===== src/rtl/fc_pingpong_sched.sv =====
// rtl/fc_pingpong_sched.sv - ping-pong x-bank scheduler for a fully connected layer
// Loader fills one x bank while the compute FSM walks rows over the other.
module fc_pingpong_sched #(
  parameter int M = 8,
  parameter int N = 4,
  parameter int T = 16,
  parameter int P = 1
) (
  input  logic                        clk,
  input  logic                        reset,
  input  logic                        input_valid,
  output logic                        input_ready,
  input  logic                        output_ready,
  output logic                        output_valid,
  output logic [$clog2(N):0]          addr_x,
  output logic                        wr_en_x,
  output logic [$clog2(M*N/P)-1:0]    addr_w,
  output logic                        clear_acc,
  output logic                        en_acc,
  output logic [P-1:0]                f_sel
);

  localparam int KW  = $clog2(N);
  localparam int RW  = $clog2(M);
  localparam int WAW = $clog2(M*N/P);

  typedef enum logic [1:0] {C_IDLE, C_MAC, C_DRAIN, C_OUT} state_t;

  state_t          state, state_n;
  logic            wb, cb, cb_n;
  logic [1:0]      full, full_n;
  logic [KW-1:0]   wp, k, k_n;
  logic [RW-1:0]   r, r_n;
  logic            accept, issue, handshake;

  assign input_ready = reset && !full[wb];
  assign accept      = input_valid && input_ready;
  assign wr_en_x     = accept;

  // The loader write owns the shared x address port whenever it fires.
  assign addr_x = accept ? {wb, wp} : {cb, k};

  // k saturates at N-1 after the last issue, so addr_w holds steady through drain and output.
  assign addr_w = WAW'(r) * WAW'(N) + WAW'(k);

  always_comb begin
    state_n      = state;
    k_n          = k;
    r_n          = r;
    cb_n         = cb;
    full_n       = full;
    issue        = 1'b0;
    handshake    = 1'b0;
    clear_acc    = 1'b0;
    output_valid = 1'b0;
    f_sel        = '0;
    case (state)
      C_IDLE: begin
        if (full[cb]) begin
          state_n = C_MAC;
          k_n     = '0;
          r_n     = '0;
        end
      end
      C_MAC: begin
        if (!accept) begin
          issue     = 1'b1;
          clear_acc = (k == '0);
          if (k == KW'(N-1)) state_n = C_DRAIN;
          else               k_n     = k + 1'b1;
        end
      end
      C_DRAIN: state_n = C_OUT;
      C_OUT: begin
        output_valid = 1'b1;
        f_sel        = P'(1);
        if (output_ready) begin
          handshake = 1'b1;
          k_n       = '0;
          if (r == RW'(M-1)) begin
            r_n     = '0;
            cb_n    = ~cb;
            state_n = full[~cb] ? C_MAC : C_IDLE;
          end else begin
            r_n     = r + 1'b1;
            state_n = C_MAC;
          end
        end
      end
      default: state_n = C_IDLE;
    endcase
    // wb and cb never name the same bank when both of these fire.
    if (accept && wp == KW'(N-1)) full_n[wb] = 1'b1;
    if (handshake && r == RW'(M-1)) full_n[cb] = 1'b0;
  end

  always_ff @(posedge clk) begin
    if (!reset) begin
      state  <= C_IDLE;
      wb     <= 1'b0;
      cb     <= 1'b0;
      wp     <= '0;
      k      <= '0;
      r      <= '0;
      full   <= '0;
      en_acc <= 1'b0;
    end else begin
      state  <= state_n;
      k      <= k_n;
      r      <= r_n;
      cb     <= cb_n;
      full   <= full_n;
      en_acc <= issue;
      if (accept) begin
        if (wp == KW'(N-1)) begin
          wp <= '0;
          wb <= ~wb;
        end else begin
          wp <= wp + 1'b1;
        end
      end
    end
  end

endmodule


===== config.mk =====
export PLATFORM = sky130hd
export DESIGN_NAME = fc_pingpong_sched
export DESIGN_NICKNAME = d
export VERILOG_FILES = /design/src/rtl/fc_pingpong_sched.sv
export SDC_FILE = /design/constraint.sdc
export NUM_CORES = 1
export LEC_CHECK = 0
export BUFFER_PORTS_ARGS = -buffer_cell sky130_fd_sc_hd__clkbuf_2
export CAP_MARGIN = 10
export CORE_MARGIN = 4
export CORE_UTILIZATION = 47
export DETAILED_ROUTE_END_ITERATION = 16
export PLACE_DENSITY = 0.82
export SYNTH_ARGS = -nofsm -noshare
export SYNTH_HDL_FRONTEND = slang
export SYNTH_SLANG_ARGS = --single-unit

===== constraint.sdc =====
create_clock -name clk -period 1.45 [get_ports clk]
set_input_delay 0.145 -clock clk [delete_from_list [all_inputs] [get_ports clk]]
set_output_delay 0.145 -clock clk [all_outputs]
set_load 0.01 [all_outputs]

# == Yosys cells after proc, flatten, opt, wreduce, memory -nomap -nowiden ==
# Index checks and enable logic that the tools add are counted.
# totals
ff_bits,14
input_bits,4
output_inout_bits,14
wordCells,86
# classes
addsub,4
magnitude_cmp,5
n_eq_ne,11
mux,36
n_bitwise,5
n_reduce_logical,17
# op_table
cell,n
$mux W2,11
$mux W1,16
$mux W3,4
$ne A2 B2 Y1 const B,5
$eq A2 B2 Y1 const B,4
$pmux W2 S4,1
$logic_and A1 B1 Y1,6
$lt A1 B2 Y1 const B,3
$pmux W2 S3,1
$pmux W3 S2,1
$reduce_and A3 Y1,2
$add A5 B2 Y5,1
$reduce_and A5 Y1,1
$add A2 B1 Y2 const B,2
$logic_not A2 Y1,2
$reduce_and A2 Y1,2
$reduce_and A4 Y1,1
$add A3 B1 Y3 const B,1
$eq A3 B3 Y1 const B,1
$reduce_bool A3 Y1,1
$and A2 B2 Y2,1
$demux W1 S1,2
$eq A2 B1 Y1 const B,1
$ge A1 B1 Y1 const B,2
other kinds (5),6

# == Logic depth before layout (Yosys ltp) ==
# Gate-level depths: netlist (run 1).
# depth
ltp_word,9
depth_mapped,6
mapped_depth_nobuf,6

# == Least setup slack after synthesis (run 1) ==
# No wires, ideal clock.
# synth_path
path_kind,register to register
start,register state[1]
end,register k[1]
setup_time_ns,0.093
arrival_time_ns,1.530
required_ns,1.357
path_slack_ns,-0.173
path_stages_with_launch,6
n_path_buf,0
period_less_slack_ns,1.623
path_cell_list,dfxtp_1 > ha_1 > nor2b_1 > a21o_1 > or4_4 > o32ai_1
# synth_between
elab_chain_len,3
word_cells_on_any_way,10
cone_classes,eq/ne: 6; mux: 1; reduce/logical: 3
# synth_rtl
item,line_no,source
from (decl),29,"state_t state, state_n;"
from (signal assigned),108,state <= state_n;
$eq A2 B1 Y1 (tied with other cells),57,case (state)
$ne A2 B2 Y1 (no line) / $reduce_bool A3 Y1 (equally long branches),n/a,
$reduce_and A5 Y1 (no line),n/a,
to (signal assigned),109,k <= k_n;
to (decl),32,"logic [KW-1:0] wp, k, k_n;"
# Parallel ways exist; a longest one is shown, timed or not.
# A chain may end at the register's enable or synchronous reset.

# == Worst setup path after layout (run 1) ==
# layout_path
start,register wb
end,output port addr_x[1]
# layout_between
elab_chain_len,6
# layout_rtl
item,line_no,source
from (decl),30,"logic wb, cb, cb_n;"
from (signal assigned),117,wb <= ~wb;
$mux W1 (implied by the code) (2 in series),36,assign input_ready = reset && !full[wb];
$logic_not A1 Y1,36,
$logic_and A1 B1 Y1,36,
$logic_and A1 B1 Y1,37,assign accept = input_valid && input_ready;
$mux W3,41,"assign addr_x = accept ? {wb, wp} : {cb, k};"
to (decl),15,"output logic [$clog2(N):0] addr_x,"
# No other way between the ends. The select of a mux whose other input is x is not followed.

==> run summary, run 1 <==
critical path class -> register to output port
via count -> 866
DPL Wire Length -> 1.573 mm
area grow syn2layout -> 53.50%
ANT nets after route -> 0
Worst slew margin -> 0.7633
DRC -> 0
sequential-to-total area share from yosys stat -> 0.3338
Die Wd -> 50.27 um
Mapped Nets -> 113
final clock skew -> 12.58 ps
CP peak stage delay -> 370 ps
die area -> 2527 um2
Post-CTS Hold Fix Bufs -> 0
row cnt -> 15
final setup TNS -> -2584 ps
Fmax achieved -> 556.5 MHz
LEAKAGE -> 0.5343 nW
fin. max-slew vios -> 0
Synth area leader -> dfxtp_1
largest cells by area after synthesis -> dfxtp_1 33%, ha_1 15%, nand2_1 4.9%, o21ai_0 4.2%, a21oi_1 3.6%
CP Cell Sequence -> mux2_4 -> or2_4 -> inv_6 -> nand2_2 -> o21ai_1 -> buf_2
pin slew with the least headroom to its limit -> 354.4 ps
first-pass GRT wire length -> 3.781 mm
MaxCap Viol Count -> 0
post-synth top area share -> 0.3338
number of detailed-route iterations in the first pass -> 4
sw frac -> 0.3437
Remaining Overflow, GRT -> 0
count of final hold-check violations -> 0
Synth top cells by count -> 14 x dfxtp_1, 11 x nand2_1, 10 x ha_1, 8 x nor2_1
io pins -> 18
latest clock arrival within the worst-skew pair -> 300 ps
ratio of cells with drive above 1 in the final layout -> 0.5221
initial drt markers -> 15
failing checks -> negative setup slack
Final Wtd Congestion -> 0.7473
Vias/cell -> 5.379
FF+latch count, synth -> 14
peak supply drop -> 705.1 uV
Comb pwr share -> 0.413
CTS tree -> done
CP required -> 1310 ps
share of the clock period used by the worst path -> 1.239
Yosys cell types -> 35
async set or reset register ratio after synthesis -> 0
core area -> 1708 um2
All-Layer GR Usage -> 0.1985
CP arrival -> 1650 ps
antenna violations before repair -> 0
Sw Pwr -> 0.4273 mW
pin count of the biggest net entering global routing -> 10
TritonCTS Sinks -> 14
Critical Path Fanout Max -> 8
RSZ-0062 raised after global routing -> yes
Worst path top cell family by delay -> flip-flops
Startpoint Class -> register
Routed WL per cell -> 15.51 um
ys flop type -> dfxtp_1
Hold WS -> 251.0 ps
nets -> 151
status -> finished, violations left
clock buffer depth -> 2
Fill cells -> 112
Final WS setup -> -347.0 ps
CTS root buf -> clkbuf_4
Post-Route Utilization -> 0.7546
setup violators final -> 14
H-Tree Depth -> 1
port bufs -> 17
Post-Syn Area -> 839.6 um2
CTS Buf Count -> 3
clock power share -> 0.237
CP endpoint kind -> output port
cell count after synthesis -> 99
Reg clk slew, reported paths -> 100 ps
vias in the first global route -> 872
Buf/Inv on CP -> 2
EDFF count, synth -> 0
Tmin final -> 1797 ps
sequential power share -> 0.350
Synth warnings -> 0
Initial Util -> 0.4916
slowest stage cell, crit path -> dfxtp_2
drt total wl -> 2.497 mm
total internal power -> 0.8160 mW
power density cells -> 964.8 nW/um2
ANT cells -> 0
count leader, synth -> dfxtp_1
Mean Syn Cell Area -> 8.480 um2
worst min path class -> input pin to register
DIE HEIGHT -> 50.27 um
[worst register-to-register path, cell delays in order, from the launching register on]
cell      delay, ps
dfxtp_2         370
mux2_4          320
buf_4           140
buf_6           110
buf_8           130
o21bai_2        170
a211oi_2        130
o32ai_4         210
[final timing paths]
check	startpoint	endpoint	slack (ps)	depth (start not counted)
max	wb	addr_x[1]	-350	6
min	reset	state[1]	250	3
max reg2reg	wb	k[1]	-220	7
min reg2reg	r[1]	r[1]	510	2
[final cells by class]
type,instances,area [um2],share of cell area
clock buffer,4,36.28,0.02816
inverter,9,38.79,0.03010
multi-input combinational,74,641.9,0.4981
sequential,14,292.8,0.2272
tap,25,31.28,0.02427
timing repair buffer,35,247.7,0.1922
[per-layer routing]
layer	part of all wire	vias up	wire length, um	track usage
met1	0.37	405	927	0.2125
li1	-	425	-	-
met4	0.028	0	70	0.09217
met5	0	-	0	0
met3	0.054	9	135	0.06528
met2	0.55	27	1364	0.3478
[placed cells by master (no fill, tap or decap), types with 2 or more instances in the layout]
cell type	count
nor2_1	7
nand2_1	10
inv_2	2
xnor2_1	2
inv_1	5
mux2i_1	2
clkbuf_4	3
buf_6	4
dfxtp_2	4
ha_1	7
buf_4	15
dfxtp_4	2
o21ai_1	3
o21ai_0	4
o21a_1	2
buf_2	4
nand3_1	4
dfxtp_1	8
ha_2	2
a21oi_1	6
clkbuf_2	11
[state kept, by name, indices dropped and copies added (netlist names)]
signal,flops
wb,1
wp,2
full,2
en_acc,1
cb,1
k,2
r,3
state,2
[power by group through the flow]
| stage | sequential (mW) | combinational (mW) | clock, mW |
|---|---|---|---|
| after floorplan | 0.439 | 0.216 | 0 |
| after global placement | 0.439 | 0.348 | 0 |
| final | 0.435 | 0.514 | 0.295 |
| after detailed placement | 0.440 | 0.353 | 0 |
| after CTS | 0.436 | 0.427 | 0.292 |
| after global routing | 0.437 | 0.552 | 0.310 |
[logic make-up after synthesis]
| logic type | synth area share |
|---|---|
| buf+inv | 0.05514 |
| flops | 0.3338 |
| fa+ha+maj | 0.1490 |
| xor+xnor | 0.02087 |
| compound gates | 0.2131 |
| simple gates | 0.1863 |
| mux | 0.04172 |
[timing repair]
item                       in CTS  in global routing
setup buffers                   3                  4
setup endpoints to repair      11                 16
gates resized for setup        18                 27
pin swaps                       4                 10
[metrics by stage]
stage                     cells  total power, mW  cell area (um2)  setup slack (ps)
final                       161            1.243             1289            -347.0
after global routing        161            1.298             1289            -393.4
after CTS                   158            1.155             1182            -263.0
after detailed placement    151           0.7933             1062            -46.74
after global placement      151           0.7867             1062            -28.96
after floorplan              99           0.6553            855.8            -39.13
Note: power is estimated with default switching activity, not from simulation.
==> inputs of run 2 (changes only) <==
- RECOVER_POWER: unset -> 100
==> run 2 against run 1 <==
Compared with the run above:
- the run still ends with negative setup slack left
- flip-flop and latch count stayed put
- power decreased by 1.3%
- non-clock buffer count is the same
==> run summary, run 2 (same netlist as run 1, synthesis figures left out) <==
most frequent cells in the layout -> 15 x buf_4, 10 x nand2_1, 10 x dfxtp_1
RSZ-0062 raised after global routing -> yes
H-Tree Depth -> 1 (unchanged)
Routed WL per cell -> 15.67 um (+1.0%)
critical path class -> register to output port
Worst slew margin -> 0.7682 (+0.004832)
final setup TNS -> -2578 ps (+5.560 ps)
drt total wl -> 2.523 mm (+1.0%)
peak supply drop -> 705.5 uV (about the same)
pin slew with the least headroom to its limit -> 347.1 ps (-7.234 ps)
port bufs -> 17 (unchanged)
CTS root buf -> clkbuf_4
TritonCTS Sinks -> 14 (unchanged)
pin count of the biggest net entering global routing -> 10 (unchanged)
final clock skew -> 10.53 ps (-2.054 ps)
Most flops, register -> r
DRC -> 0 (unchanged)
Overall Power -> 1.227 mW (-1.3%)
Final Wtd Congestion -> 0.7473 (unchanged)
io pins -> 18 (unchanged)
row cnt -> 15 (unchanged)
area grow syn2layout -> 50.67%
FF-to-FF Start -> wb
CP Cell Sequence -> mux2_4 -> or2_4 -> inv_6 -> nand2_2 -> o21ai_1 -> buf_2
Vias/cell -> 5.422 (+0.81%)
Buf/Inv on CP -> 2 (unchanged)
latest clock arrival within the worst-skew pair -> 300 ps (about the same)
CP peak stage delay -> 370 ps (about the same)
share of the clock period used by the worst path -> 1.240 (about the same)
count of final hold-check violations -> 0 (unchanged)
ratio of cells with drive above 1 in the final layout -> 0.4632 (-0.05882)
slowest stage cell, crit path -> dfxtp_2
FF/Latch Area -> 287.8 um2 (-1.7%)
DPL Wire Length -> 1.573 mm (unchanged)
Multi-input gate area -> 629.4 um2 (-1.9%)
hold_sp -> reset
flop2flop setup slack -> -220 ps (about the same)
setup violators final -> 14 (unchanged)
nets -> 151 (unchanged)
CP arrival -> 1650 ps (about the same)
MaxCap Viol Count -> 0 (unchanged)
CTS tree -> done
Fill cells -> 117 (+4.5%)
antenna violations before repair -> 0 (unchanged)
Initial Util -> 0.4916 (unchanged)
die area -> 2527 um2 (unchanged)
Worst path top cell family by delay -> flip-flops
clock buffer depth -> 2 (unchanged)
CP required -> 1310 ps (about the same)
max reg flops -> 3 (unchanged)
hold path cells -> 3 (unchanged)
power density cells -> 970.4 nW/um2 (+0.58%)
Remaining Overflow, GRT -> 0 (unchanged)
CTS Buf Count -> 3 (unchanged)
Critical Path Fanout Max -> 8 (unchanged)
failing checks -> negative setup slack
LEAKAGE -> 0.5187 nW (-2.9%)
status -> finished, violations left
CP endpoint kind -> output port
via count -> 873 (+0.81%)
Fmax achieved -> 556.2 MHz (about the same)
Die Wd -> 50.27 um (unchanged)
Final WS setup -> -347.9 ps (-0.9850 ps)
core area -> 1708 um2 (unchanged)
ANT cells -> 0 (unchanged)
Tmin final -> 1798 ps (+0.9850 ps)
R2R Path End -> k[0]
R2R cell count -> 7 (unchanged)
end of the worst hold path -> state[1]
Reg clk slew, reported paths -> 90 ps (about the same)
commonest non-fill, non-tap cell in the layout -> buf_4
vias in the first global route -> 872 (unchanged)
worst min path class -> input pin to register
Startpoint Class -> register
ANT nets after route -> 0 (unchanged)
initial drt markers -> 18 (+3)
number of detailed-route iterations in the first pass -> 4 (unchanged)
DIE HEIGHT -> 50.27 um (unchanged)
first-pass GRT wire length -> 3.781 mm (unchanged)
All-Layer GR Usage -> 0.1985 (unchanged)
fin. max-slew vios -> 0 (unchanged)
## run 2: cell types whose count changed in the layout (fill, tap and decap cells not counted)
cell / previous run / this run
ha_4: 1 / 0
ha_1: 7 / 8
clkbuf_1: 0 / 5
dfxtp_1: 8 / 10
clkbuf_2: 11 / 6
dfxtp_4: 2 / 1
dfxtp_2: 4 / 3
## run 2: power breakdown
group / total, mW / switching [mW] / leakage [nW] / internal (mW)
clock: 0.293 / 0.139 / 0.0210 / 0.153
sequential: 0.422 / 0.0192 / 0.115 / 0.403
combinational: 0.512 / 0.261 / 0.382 / 0.251
total: 1.23 / 0.420 / 0.519 / 0.808
## run 2: cell type report
type	instances	area share
multi-input combinational	74	0.4975
tap	25	0.02473
sequential	14	0.2275
timing repair buffer	35	0.1909
inverter	9	0.03066
clock buffer	4	0.02868
## run 2: worst max path at each step
stage | cells past startpoint | from | end
global route | 6 | wb | addr_x[1]
finish | 6 | wb | addr_x[1]
global placement | 5 | state[0] | k[1]
CTS | 6 | wb | addr_x[0]
detailed placement | 5 | state[0] | k[1]
floorplan | 5 | state[1] | k[1]
## run 2: what timing repair did
item                                    CTS  global route
hold endpoints to repair                  0             0
pin swaps                                 4            10
endpoints found under the setup margin   11            16
cloned                                    0             0
setup buffers                             3             4
gates resized for setup                  18            27
hold buffers                              0             0
## run 2: metal layers
layer | up-vias | part of all wire | GRT usage
li1 | 426 | - | -
met1 | 412 | 0.38 | 0.2125
met2 | 26 | 0.54 | 0.3478
met3 | 9 | 0.053 | 0.06528
met4 | 0 | 0.026 | 0.09217
met5 | - | 0 | 0
## run 2: through the flow
step / util / instance area (um2) / std cells / setup WS, ps / hold WS [ps]
floorplan: - / 855.8 / 99 / -39.13 / 409.6
global placement: 0.6220 / 1062 / 151 / -28.96 / 468.4
detailed placement: 0.6220 / 1062 / 151 / -46.74 / 493.1
CTS: 0.6923 / 1182 / 158 / -263.0 / 258.2
global route: 0.7407 / 1265 / 161 / -393.4 / 252.8
finish: 0.7407 / 1265 / 161 / -347.9 / 250.4
## run 2: worst register-to-register path, cell delays in order (launching register included)
cell and delay (ps):
dfxtp_2 350, mux2_4 210, buf_4 100, buf_6 90, buf_8 130, o21ai_4 60, or4_4 530, o22ai_2 130
==> inputs of run 3 (changes only) <==
- clock period: 1.45 -> 1.5 ns (I/O delays scaled with it)
==> run 3 against run 2 <==
Compared with the run above:
- the flow still finishes with violations (negative setup slack)
- global-route usage shrank 0.69 points
- first-iteration DRC count grew 56%
- critical path depth did not move
- via count did not move
- clock-buffer cell count is the same
- cell count up 1.2%
- flip-flop and latch count did not move
- combinational power up 4.9%
- clock power about the same
- sequential power shrank 2%
- worst setup slack better by 94 ps
- register-to-register slack better by 50 ps
- critical path type unchanged
- highest routed layer unchanged
==> run summary, run 3 (same netlist as run 1, synthesis figures left out) <==
critical path class -> register to output port
commonest non-fill, non-tap cell in the layout -> buf_4
Die Wd -> 50.27 um (unchanged)
fin. max-slew vios -> 0 (unchanged)
final setup TNS -> -2205 ps (+373.2 ps)
CP arrival -> 1600 ps (-50 ps)
port bufs -> 17 (unchanged)
Non-Filler Instances -> 163 (+1.2%)
clock power share -> 0.234 (-0.005)
end of the worst hold path -> state[1]
total internal power -> 0.7883 mW (-2.4%)
Overall Power -> 1.242 mW (+1.2%)
row cnt -> 15 (unchanged)
worst min path class -> input pin to register
drt total wl -> 2.650 mm (+5.0%)
H-Tree Depth -> 1 (unchanged)
LEAKAGE -> 0.5220 nW (+0.64%)
failing checks -> negative setup slack
final clock skew -> 11.68 ps (+1.154 ps)
DPL Wire Length -> 1.510 mm (-4.0%)
DRC -> 0 (unchanged)
Remaining Overflow, GRT -> 0 (unchanged)
Initial Util -> 0.4916 (unchanged)
met3 Use GR -> 0.06528 (unchanged)
CTS Buf Count -> 3 (unchanged)
share of the clock period used by the worst path -> 1.169
Fill cells -> 120 (+2.6%)
max reg flops -> 3 (unchanged)
latest clock arrival within the worst-skew pair -> 300 ps (about the same)
ANT cells -> 0 (unchanged)
Startpoint Class -> register
Tmin final -> 1754 ps
Critical Path Fanout Max -> 8 (unchanged)
status -> finished, violations left
met2 GRT Util -> 0.3522 (+0.004348)
peak supply drop -> 736.0 uV (+4.3%)
most frequent cells in the layout -> 15 x buf_4, 10 x nand2_1, 9 x dfxtp_1
antenna violations before repair -> 0 (unchanged)
Reg clk slew, reported paths -> 100 ps (about the same)
flop2flop setup slack -> -170 ps (+50 ps)
MaxCap Viol Count -> 0 (unchanged)
Placed Cells -> 148 (-2.0%)
FF-to-FF Start -> state[0]
RSZ-0062 raised after global routing -> yes
Routed WL per cell -> 16.26 um (+3.7%)
Comb pwr share -> 0.432 (+0.015)
number of detailed-route iterations in the first pass -> 4 (unchanged)
CTS root buf -> clkbuf_4
R2R cell count -> 5 (-2)
DIE HEIGHT -> 50.27 um (unchanged)
TritonCTS Sinks -> 14 (unchanged)
Fmax achieved -> 570.2 MHz
Most flops, register -> r
Vias/cell -> 5.356 (-1.2%)
via count -> 873 (unchanged)
core area -> 1708 um2 (unchanged)
CP required -> 1350 ps (+40 ps)
All-Layer GR Usage -> 0.1916 (-0.006866)
pin count of the biggest net entering global routing -> 10 (unchanged)
Sw Pwr -> 0.4536 mW (+8.0%)
busiest metal layer after global routing -> met2
pin slew with the least headroom to its limit -> 302.6 ps (-44.51 ps)
setup violators final -> 14 (unchanged)
hold_sp -> reset
CP endpoint kind -> output port
R2R Path End -> k[1]
first-pass GRT wire length -> 3.594 mm (-4.9%)
count of final hold-check violations -> 0 (unchanged)
ratio of cells with drive above 1 in the final layout -> 0.4710 (+0.007779)
vias in the first global route -> 792 (-9.2%)
area grow syn2layout -> 53.50%
ANT nets after route -> 0 (unchanged)
met1 global-route usage -> 0.1978 (-0.01465)
Final WS setup -> -253.6 ps (+94.29 ps)
clock buffer depth -> 2 (unchanged)
Final Wtd Congestion -> 0.7931 (+6.1%)
CTS tree -> done
initial drt markers -> 28 (+10)
sequential power share -> 0.334 (-0.010)
power density cells -> 963.6 nW/um2 (-0.70%)
Worst slew margin -> 0.7970 (+0.02885)
io pins -> 18 (unchanged)
nets -> 153 (+1.3%)
hold path cells -> 3 (unchanged)
Post-CTS Hold Fix Bufs -> 0 (unchanged)
die area -> 2527 um2 (unchanged)
sw frac -> 0.3653 (+0.02318)
==> run 3: cell count changes in the layout (fill, tap and decap cells not counted), sizes merged <==
cell | previous run | this run
clkbuf | 15 | 17
==> run 3: area by class of cell <==
cell class	instances	area, um2	area share
clock buffer	4	36.28	0.02816
inverter	9	38.79	0.03010
timing repair buffer	37	256.5	0.1990
tap	25	31.28	0.02427
multi-input combinational	74	636.9	0.4942
sequential	14	289.0	0.2243
==> run 3: routing by layer <==
layer	vias to the layer above	routed length, um
met3	8	92
met5	-	0
met1	422	977
met4	0	72
li1	425	-
met2	18	1507
==> run 3: power groups by stage <==
| stage | Sequential (mW) | Combinational [mW] | Clock [mW] |
|---|---|---|---|
| finish | 0.415 | 0.537 | 0.290 |
| global route | 0.418 | 0.569 | 0.313 |
| CTS | 0.425 | 0.436 | 0.285 |
| detailed placement | 0.423 | 0.339 | 0 |
| global placement | 0.421 | 0.318 | 0 |
| floorplan | 0.422 | 0.208 | 0 |
==> run 3: worst max-delay path, stage by stage (launching register included) <==
cell and delay [ps]:
dfxtp_2 350, mux2_4 310, or2_4 270, inv_6 90, nand2_2 70, o21ai_2 70
buf_2 150
==> run 3: what timing repair did <==
action                                  in CTS  in global routing
pin swaps                                    2                  7
resized for setup                           14                 34
endpoints found under the setup margin      10                 14
setup buffers                                3                  8
==> run 3: per-stage QoR <==
step,cell area (um2),hold WS (ps),util,setup WS [ps]
2_1_floorplan,854.6,414.6,-,2.803
3_3_place_gp,1026,459.2,0.6007,32.59
3_5_place_dp,1026,468.8,0.6007,-78.76
4_1_cts,1139,244.9,0.6667,-221.0
5_1_grt,1289,252.2,0.7546,-311.7
6_report,1289,251.4,0.7546,-253.6
==> run 3: how the worst max path moves through the flow <==
stage,end,startpoint,slack (ps),cells after the start
2_1_floorplan,wp[0],wb,3,4
3_3_place_gp,state[1],wb,30,5
3_5_place_dp,k[1],state[0],-80,5
4_1_cts,addr_x[1],wb,-220,6
5_1_grt,addr_x[1],wb,-310,6
6_report,addr_x[1],wb,-250,6
